### config.mk
export PLATFORM = sky130hd
export DESIGN_NAME = mem_access_unit_flat
export DESIGN_NICKNAME = d
export VERILOG_FILES = /design/src/rtl/mem_access_unit_if.sv /design/src/rtl/mem_access_unit.sv /design/src/flat_wrapper.sv
export SDC_FILE = /design/constraint.sdc
export NUM_CORES = 1
export LEC_CHECK = 0
export BUFFER_PORTS_ARGS = -buffer_cell sky130_fd_sc_hd__buf_4
export CAP_MARGIN = 20
export CORE_ASPECT_RATIO = 1.25
export CORE_MARGIN = 2
export CORE_UTILIZATION = 44
export CTS_CLUSTER_DIAMETER = 50
export CTS_CLUSTER_SIZE = 30
export DETAILED_ROUTE_END_ITERATION = 10
export PLACE_DENSITY_LB_ADDON = 0.05
export SKIP_LAST_GASP = 1
export SLEW_MARGIN = 0
export SYNTH_ARGS = -nofsm -noshare
export SYNTH_HDL_FRONTEND = slang
export SYNTH_SLANG_ARGS = --single-unit
export TNS_END_PERCENT = 30
### constraint.sdc
create_clock -name Clk -period 1.7 [get_ports Clk]
set_input_delay 0.51 -clock Clk [delete_from_list [all_inputs] [get_ports Clk]]
set_output_delay 0.51 -clock Clk [all_outputs]
set_load 0.03 [all_outputs]
### src/rtl/mem_access_unit_if.sv
// mem_access_unit_if
//   Groups the request/response handshake between the MEM pipeline stage and
//   the load/store unit, together with the data memory port the unit drives.
//   master : pipeline + memory side (drives requests, rsp_ready and Memout)
//   slave  : mem_access_unit side (drives req_ready, responses and memory port)
//   Signals:
//     req_valid/req_ready/req_op/req_addr/req_wdata   request channel
//     rsp_valid/rsp_ready/rsp_data/rsp_exc/rsp_badaddr response channel
//     MemAddr/Memdata/MemWrite/dmCon                   memory command
//     Memout                                           memory read word
interface mem_access_unit_if;
  logic        req_valid;
  logic        req_ready;
  logic [2:0]  req_op;
  logic [31:0] req_addr;
  logic [31:0] req_wdata;
  logic        rsp_valid;
  logic        rsp_ready;
  logic [31:0] rsp_data;
  logic        rsp_exc;
  logic [31:0] rsp_badaddr;
  logic [31:0] MemAddr;
  logic [31:0] Memdata;
  logic        MemWrite;
  logic [1:0]  dmCon;
  logic [31:0] Memout;

  modport master (
    output req_valid, req_op, req_addr, req_wdata, rsp_ready, Memout,
    input  req_ready, rsp_valid, rsp_data, rsp_exc, rsp_badaddr,
           MemAddr, Memdata, MemWrite, dmCon
  );

  modport slave (
    input  req_valid, req_op, req_addr, req_wdata, rsp_ready, Memout,
    output req_ready, rsp_valid, rsp_data, rsp_exc, rsp_badaddr,
           MemAddr, Memdata, MemWrite, dmCon
  );
endinterface

### src/rtl/mem_access_unit.sv
// mem_access_unit
//   Load/store initiator between the MEM stage and the data memory. Takes one
//   request per handshake, checks alignment and range, performs the word/half/
//   byte access (optionally stretched by WAIT_CYCLES), extracts and extends
//   load data, and returns exactly one response per accepted request.
//   Ports:
//     Clk     in  clock, rising edge
//     reset   in  synchronous, active-high
//     io_bus  slave view of mem_access_unit_if (request, response, memory)
//   Parameters:
//     WAIT_CYCLES  extra memory cycles per access (0..15)
//     DM_BYTES     data memory size in bytes; addresses at or above fault
module mem_access_unit #(
  parameter int unsigned WAIT_CYCLES = 0,
  parameter int unsigned DM_BYTES    = 8192
) (
  input  logic                  Clk,
  input  logic                  reset,
  mem_access_unit_if.slave      io_bus
);

  typedef enum logic [1:0] {
    IDLE   = 2'd0,
    ACCESS = 2'd1,
    RESP   = 2'd2
  } StateT;

  localparam logic [2:0]  OpLw  = 3'd0;
  localparam logic [2:0]  OpLh  = 3'd1;
  localparam logic [2:0]  OpLhu = 3'd2;
  localparam logic [2:0]  OpLb  = 3'd3;
  localparam logic [2:0]  OpLbu = 3'd4;
  localparam logic [2:0]  OpSw  = 3'd5;
  localparam logic [2:0]  OpSh  = 3'd6;
  localparam logic [3:0]  WaitInit = 4'(WAIT_CYCLES);
  localparam logic [31:0] DmLimit  = 32'(DM_BYTES);

  StateT       r_state;
  StateT       w_nextState;
  logic [2:0]  r_op;
  logic [31:0] r_addr;
  logic [31:0] r_wdata;
  logic [3:0]  r_waitCnt;
  logic [31:0] r_rspData;
  logic        r_rspExc;
  logic [31:0] r_rspBadAddr;

  logic [1:0]  w_reqSize;
  logic [1:0]  w_size;
  logic        w_reqErr;
  logic        w_accept;
  logic        w_isStore;
  logic        w_lastCycle;
  logic [7:0]  w_byte;
  logic [15:0] w_half;
  logic [31:0] w_loadData;
  logic        w_reqReady;
  logic        w_rspValid;
  logic        w_memWrite;
  logic [1:0]  w_dmCon;

  // Access size encoded the way dmCon wants it: 0 word, 1 half, 2 byte.
  function automatic logic [1:0] opSize(input logic [2:0] op);
    logic [1:0] size;
    size = 2'd2;
    if (op == OpLw || op == OpSw)
      size = 2'd0;
    else if (op == OpLh || op == OpLhu || op == OpSh)
      size = 2'd1;
    return size;
  endfunction

  // Error check is done on the incoming request so a faulting access can go
  // straight to RESP without ever touching memory.
  always_comb begin
    w_reqSize = opSize(io_bus.req_op);
    w_reqErr  = ((w_reqSize == 2'd0) && (io_bus.req_addr[1:0] != 2'b00)) ||
                ((w_reqSize == 2'd1) && io_bus.req_addr[0]) ||
                (io_bus.req_addr >= DmLimit);
  end

  assign w_accept    = (r_state == IDLE) && io_bus.req_valid;
  assign w_size      = opSize(r_op);
  assign w_isStore   = (r_op >= OpSw);
  assign w_lastCycle = (r_state == ACCESS) && (r_waitCnt == 4'd0);

  // Load extraction from the word Memout returns for the latched address.
  always_comb begin
    w_byte     = 8'(io_bus.Memout >> {r_addr[1:0], 3'b000});
    w_half     = r_addr[1] ? io_bus.Memout[31:16] : io_bus.Memout[15:0];
    w_loadData = io_bus.Memout;
    case (r_op)
      OpLh:    w_loadData = {{16{w_half[15]}}, w_half};
      OpLhu:   w_loadData = {16'h0000, w_half};
      OpLb:    w_loadData = {{24{w_byte[7]}}, w_byte};
      OpLbu:   w_loadData = {24'h000000, w_byte};
      default: w_loadData = io_bus.Memout;
    endcase
  end

  // State register; reset abandons any access in flight.
  always_ff @(posedge Clk) begin
    if (reset)
      r_state <= IDLE;
    else
      r_state <= w_nextState;
  end

  // Request latch, wait counter and response registers. The response is
  // fixed at accept time for faults and at the last access cycle otherwise,
  // so it stays stable for as long as the consumer stalls.
  always_ff @(posedge Clk) begin
    if (reset) begin
      r_op         <= 3'd0;
      r_addr       <= 32'd0;
      r_wdata      <= 32'd0;
      r_waitCnt    <= 4'd0;
      r_rspData    <= 32'd0;
      r_rspExc     <= 1'b0;
      r_rspBadAddr <= 32'd0;
    end else if (w_accept) begin
      r_op         <= io_bus.req_op;
      r_addr       <= io_bus.req_addr;
      r_wdata      <= io_bus.req_wdata;
      r_waitCnt    <= WaitInit;
      r_rspData    <= 32'd0;
      r_rspExc     <= w_reqErr;
      r_rspBadAddr <= w_reqErr ? io_bus.req_addr : 32'd0;
    end else if (r_state == ACCESS) begin
      if (r_waitCnt != 4'd0)
        r_waitCnt <= r_waitCnt - 4'd1;
      else
        r_rspData <= w_isStore ? 32'd0 : w_loadData;
    end
  end

  // Next state and handshake/memory strobes.
  always_comb begin
    w_nextState = r_state;
    w_reqReady  = 1'b0;
    w_rspValid  = 1'b0;
    w_memWrite  = 1'b0;
    w_dmCon     = 2'd0;
    unique case (r_state)
      IDLE: begin
        w_reqReady = 1'b1;
        if (io_bus.req_valid)
          w_nextState = w_reqErr ? RESP : ACCESS;
      end
      ACCESS: begin
        w_dmCon = w_size;
        if (w_lastCycle) begin
          w_memWrite  = w_isStore;
          w_nextState = RESP;
        end
      end
      RESP: begin
        w_rspValid = 1'b1;
        if (io_bus.rsp_ready)
          w_nextState = IDLE;
      end
      default: w_nextState = IDLE;
    endcase
  end

  assign io_bus.req_ready   = w_reqReady;
  assign io_bus.rsp_valid   = w_rspValid;
  assign io_bus.rsp_data    = w_rspValid ? r_rspData : 32'd0;
  assign io_bus.rsp_exc     = w_rspValid & r_rspExc;
  assign io_bus.rsp_badaddr = w_rspValid ? r_rspBadAddr : 32'd0;
  assign io_bus.MemAddr     = r_addr;
  assign io_bus.Memdata     = r_wdata;
  // Reset must suppress a write that would otherwise land on the same edge.
  assign io_bus.MemWrite    = w_memWrite & ~reset;
  assign io_bus.dmCon       = w_dmCon;

endmodule
### src/flat_wrapper.sv
// flat-port wrapper written by rule: the top's interface ports become plain ports
module mem_access_unit_flat 
#(
  parameter int unsigned WAIT_CYCLES = 0,
  parameter int unsigned DM_BYTES    = 8192
)
  (Clk, reset, io_bus_req_valid, io_bus_req_op, io_bus_req_addr, io_bus_req_wdata, io_bus_rsp_ready, io_bus_Memout, io_bus_req_ready, io_bus_rsp_valid, io_bus_rsp_data, io_bus_rsp_exc, io_bus_rsp_badaddr, io_bus_MemAddr, io_bus_Memdata, io_bus_MemWrite, io_bus_dmCon);
  mem_access_unit_if io_bus_i ();
  input  logic Clk;
  input  logic reset;
  input wire logic [$bits(io_bus_i.req_valid)-1:0] io_bus_req_valid;
  input wire logic [$bits(io_bus_i.req_op)-1:0] io_bus_req_op;
  input wire logic [$bits(io_bus_i.req_addr)-1:0] io_bus_req_addr;
  input wire logic [$bits(io_bus_i.req_wdata)-1:0] io_bus_req_wdata;
  input wire logic [$bits(io_bus_i.rsp_ready)-1:0] io_bus_rsp_ready;
  input wire logic [$bits(io_bus_i.Memout)-1:0] io_bus_Memout;
  output wire logic [$bits(io_bus_i.req_ready)-1:0] io_bus_req_ready;
  output wire logic [$bits(io_bus_i.rsp_valid)-1:0] io_bus_rsp_valid;
  output wire logic [$bits(io_bus_i.rsp_data)-1:0] io_bus_rsp_data;
  output wire logic [$bits(io_bus_i.rsp_exc)-1:0] io_bus_rsp_exc;
  output wire logic [$bits(io_bus_i.rsp_badaddr)-1:0] io_bus_rsp_badaddr;
  output wire logic [$bits(io_bus_i.MemAddr)-1:0] io_bus_MemAddr;
  output wire logic [$bits(io_bus_i.Memdata)-1:0] io_bus_Memdata;
  output wire logic [$bits(io_bus_i.MemWrite)-1:0] io_bus_MemWrite;
  output wire logic [$bits(io_bus_i.dmCon)-1:0] io_bus_dmCon;
  assign io_bus_i.req_valid = io_bus_req_valid;
  assign io_bus_i.req_op = io_bus_req_op;
  assign io_bus_i.req_addr = io_bus_req_addr;
  assign io_bus_i.req_wdata = io_bus_req_wdata;
  assign io_bus_i.rsp_ready = io_bus_rsp_ready;
  assign io_bus_i.Memout = io_bus_Memout;
  assign io_bus_req_ready = io_bus_i.req_ready;
  assign io_bus_rsp_valid = io_bus_i.rsp_valid;
  assign io_bus_rsp_data = io_bus_i.rsp_data;
  assign io_bus_rsp_exc = io_bus_i.rsp_exc;
  assign io_bus_rsp_badaddr = io_bus_i.rsp_badaddr;
  assign io_bus_MemAddr = io_bus_i.MemAddr;
  assign io_bus_Memdata = io_bus_i.Memdata;
  assign io_bus_MemWrite = io_bus_i.MemWrite;
  assign io_bus_dmCon = io_bus_i.dmCon;
  mem_access_unit #(.WAIT_CYCLES(WAIT_CYCLES), .DM_BYTES(DM_BYTES)) u_core (.Clk(Clk), .reset(reset), .io_bus(io_bus_i));
endmodule
==> results_dict.tcl <==
set metrics [dict create \
    outcome "finished, violations left" \
    violations "setup timing" \
    place_area_um2 8443 \
    hp-class "in2reg" \
    yosysMostFrequentCell "nand2_1" \
    seq_power_share_pct 39.8 \
    design_area_um2 9891 \
    reg2reg_to "u_core.r_rspData[8]" \
    yosys_most_used_dff "dfxtp_1" \
    clkPwrFrac_pct 41.6 \
    antenna_found_initial 0 \
    yosysTopAreaCell "dfxtp_1" \
    timing.final.crit_period_ns 2.168 \
    post-place-ws_ns -0.2883 \
    synth_seq_cells 138 \
    wl_per_cell_um 17.53 \
    slowest_stage "or3b_4" \
    cp_slowest_stage_delay_ns 0.39 \
    tightest_slew_ns 0.6439 \
    setup_viol 138 \
    p_per_area_nw_per_um2 880.6 \
    power_frac_comb_pct 18.7 \
    setup_ws_ns -0.4677 \
    clock_latency_ns 0.41 \
    swShare_pct 27.78 \
    initial_core_util_pct 44.72 \
    ys_types 52 \
    post-route-util_pct 72.23 \
    postSynthCellCount 741 \
    numCtsBuffers 17 \
    place_hpwl_um 13830 \
    p_sw_mw 2.419 \
    grt_max_degree 83 \
    synth_top_area_share_pct 45.12 \
    slew_headroom_pct 56.78 \
    clk_path_buf_depth 2 \
    grt_pass1_wl_um 31000 \
    crit_path_start "u_core.r_waitCnt[1]" \
    viasPerCell 5.407 \
    cp-end-kind "primary output" \
    crit_path_max_fanout 2 \
    coreArea_um2 13690 \
    cts-htree-levels 4 \
    yosysSeqAreaShare_pct 45.12 \
    num_rows 48 \
    rsz0062_at_grt "yes" \
    path_cells "inv_2, ha_4, or3b_4, nor4_4, buf_4" \
    synthTopCellsByCount "nand2_1 (156), dfxtp_1 (138), a21oi_1 (91)" \
    ff2ff_setup_slack_ns -0.30 \
    fp.dieH_um 135.9 \
    wl_um 21280 \
    clkSlewWorstSetupHoldPaths_ns 0.06 \
    drive_gt1_share_pct 43.79 \
    clock-root-buffer "clkbuf_16" \
    route.detailed.drc 0 \
    area_growth_pct 61.52 \
    ant_nets 0 \
    diodes 0 \
    start_kind "register" \
    grt_use_total_pct 26.91 \
    async_flop_share_pct 0 \
    gp_congestion 0.9250 \
    cp-endpoint "io_bus_MemWrite" \
    avgSynthCellArea_um2 8.264 \
    clock-sinks 138 \
    peakVddDrop_v 0.0006043 \
    grt_pass1_vias 6177 \
    synth_fp_nets 845 \
    fin_worst_skew_ns 0.008715 \
    period_share_pct 127.5 \
    dieWidth_um 109.5 \
    netlist_top_cells_area "dfxtp_1 (45%), nand2_1 (9.6%), a21oi_1 (7.4%)" \
    rr_worst_depth 8 \
    drv_cap 0 \
    dieArea_um2 14880 \
    fillers 1082 \
    cp.arrival_ns 1.66 \
    overflow 0 \
    synth_enable_flop_cells 0 \
    ys_warn_count 0 \
    drv_slew 0 \
    crit_type "reg2out" \
    firstDrtPassIters 5 \
    synth_area_um2 6123 \
    critical_path_required_ns 1.19 \
    fmax_mhz 461.3 \
    vias 6564 \
    r2r_start "u_core.r_waitCnt[1]" \
    drt_iter0_markers 443 \
    power_mw 8.710 \
    finalHoldViolations 0 \
    port_buffers 236 \
    ioPinCount 237 \
    internal_power_mw 6.291 \
    finalNetCount 1130 \
    tritoncts "built" \
    leakagePower_nw 4.235 \
]
final cells by class:
| class | count | area, um2 | area share (%) |
|---|---|---|---|
| clock inverters | 13 | 143.9 | 1.455 |
| flip-flops and latches | 138 | 2774 | 28.05 |
| clock buffers | 19 | 432.9 | 4.377 |
| inverters | 12 | 45.04 | 0.4554 |
| repair buffers | 323 | 2933 | 29.65 |
| well taps | 175 | 219.0 | 2.214 |
| multi-input cells | 534 | 3343 | 33.80 |
cell families (layout without fill, tap and decap cells):
family / Yosys count / in the layout / share of synthesized area (%)
AND/OR/NAND/NOR: 324 / 324 / 26.46
AO/OA/AOI/OAI: 183 / 184 / 19.13
flip-flops: 138 / 138 / 45.12
buffers and inverters: 70 / 367 / 4.720
multiplexers: 21 / 21 / 3.801
XOR/XNOR: 4 / 4 / 0.5722
adder cells (fa/ha/maj): 1 / 1 / 0.2043
power groups by stage:
stage,registers (mW),clock network (mW),logic (mW)
final,3.46,3.62,1.63
after global routing,3.48,3.83,1.73
after CTS,3.46,3.66,1.54
after detailed placement,3.53,0,1.41
after global placement,3.52,0,1.38
after floorplan,3.69,0,0.590
cell usage in the layout, fill, tap and decap left out, types with 4 or more instances in the layout:
| master | synthesis | final |
|---|---|---|
| o211ai_1 | 7 | 7 |
| nand3_1 | 5 | 5 |
| nor2_1 | 31 | 26 |
| mux2_2 | 8 | 8 |
| nor2_4 | 0 | 4 |
| o22ai_1 | 7 | 7 |
| o32ai_1 | 7 | 7 |
| a22o_1 | 9 | 9 |
| or3_1 | 8 | 8 |
| inv_1 | 11 | 9 |
| nor3_1 | 9 | 9 |
| clkinvlp_4 | 0 | 4 |
| buf_6 | 1 | 64 |
| clkbuf_16 | 0 | 19 |
| nand3b_1 | 26 | 26 |
| and2_2 | 0 | 12 |
| o2bb2ai_1 | 23 | 18 |
| dfxtp_1 | 138 | 131 |
| buf_4 | 1 | 240 |
| a211oi_1 | 12 | 12 |
| mux2i_1 | 12 | 11 |
| a21oi_1 | 91 | 90 |
| buf_16 | 0 | 4 |
| nand2_1 | 156 | 155 |
| o21ai_1 | 16 | 16 |
| o2bb2ai_2 | 0 | 5 |
| and2_1 | 68 | 14 |
| and2_4 | 0 | 42 |
| dfxtp_2 | 0 | 6 |
| buf_12 | 0 | 11 |
| nor4_1 | 5 | 4 |
flip-flops by register name, summed over array words and instances, names as in the netlist:
register               cells
u_core.io_bus.MemAddr     32
u_core.r_rspBadAddr       32
u_core.r_waitCnt           4
u_core.r_rspData          32
u_core.r_op                3
u_core.r_state             2
u_core.io_bus.Memdata     32
u_core.r_rspExc            1
layer usage:
metal | share of wire, % | vias to the layer above | GRT usage, %
li1 | - | 3118 | -
met1 | 36 | 3070 | 29.93
met2 | 51 | 311 | 45.54
met3 | 8.4 | 65 | 7.958
met4 | 5.0 | 0 | 14.77
met5 | 0 | - | 0
critical path: cells and delay by family, from the launching register on:
kind	cells	cell delay, ns
fa+ha+maj	1	0.13
buf+inv	2	0.26
flops	1	0.33
simple gates	2	0.52
per-stage QoR:
step | setup TNS (ns) | cells | hold slack (ns)
final | -33.80 | 1214 | 0.3424
after global routing | -47.09 | 1214 | 0.3313
after CTS | -32.61 | 1200 | 0.3312
after detailed placement | -10.73 | 1149 | 0.4417
after global placement | -8.897 | 1149 | 0.4371
after floorplan | -6.752 | 741 | 0.4242
how the worst min path moves through the flow:
stage | startpoint | to | slack [ns] | cells after the start
after CTS | io_bus_req_wdata[25] | u_core.io_bus.Memdata[25] | 0.33 | 3
final | io_bus_req_wdata[24] | u_core.io_bus.Memdata[24] | 0.34 | 3
after detailed placement | u_core.r_rspData[4] | u_core.r_rspData[4] | 0.44 | 2
after floorplan | u_core.r_rspData[22] | u_core.r_rspData[22] | 0.42 | 1
after global placement | u_core.r_rspData[22] | u_core.r_rspData[22] | 0.44 | 1
after global routing | io_bus_req_wdata[17] | u_core.io_bus.Memdata[17] | 0.33 | 3
what timing repair did:
item	in CTS	in global routing
cloned	6	4
gates resized for setup	76	69
pin swaps	22	24
buffers inserted	13	13
hold buffers	0	0
endpoints found under the setup margin	107	209
Note: power is estimated with default switching activity, not from simulation.
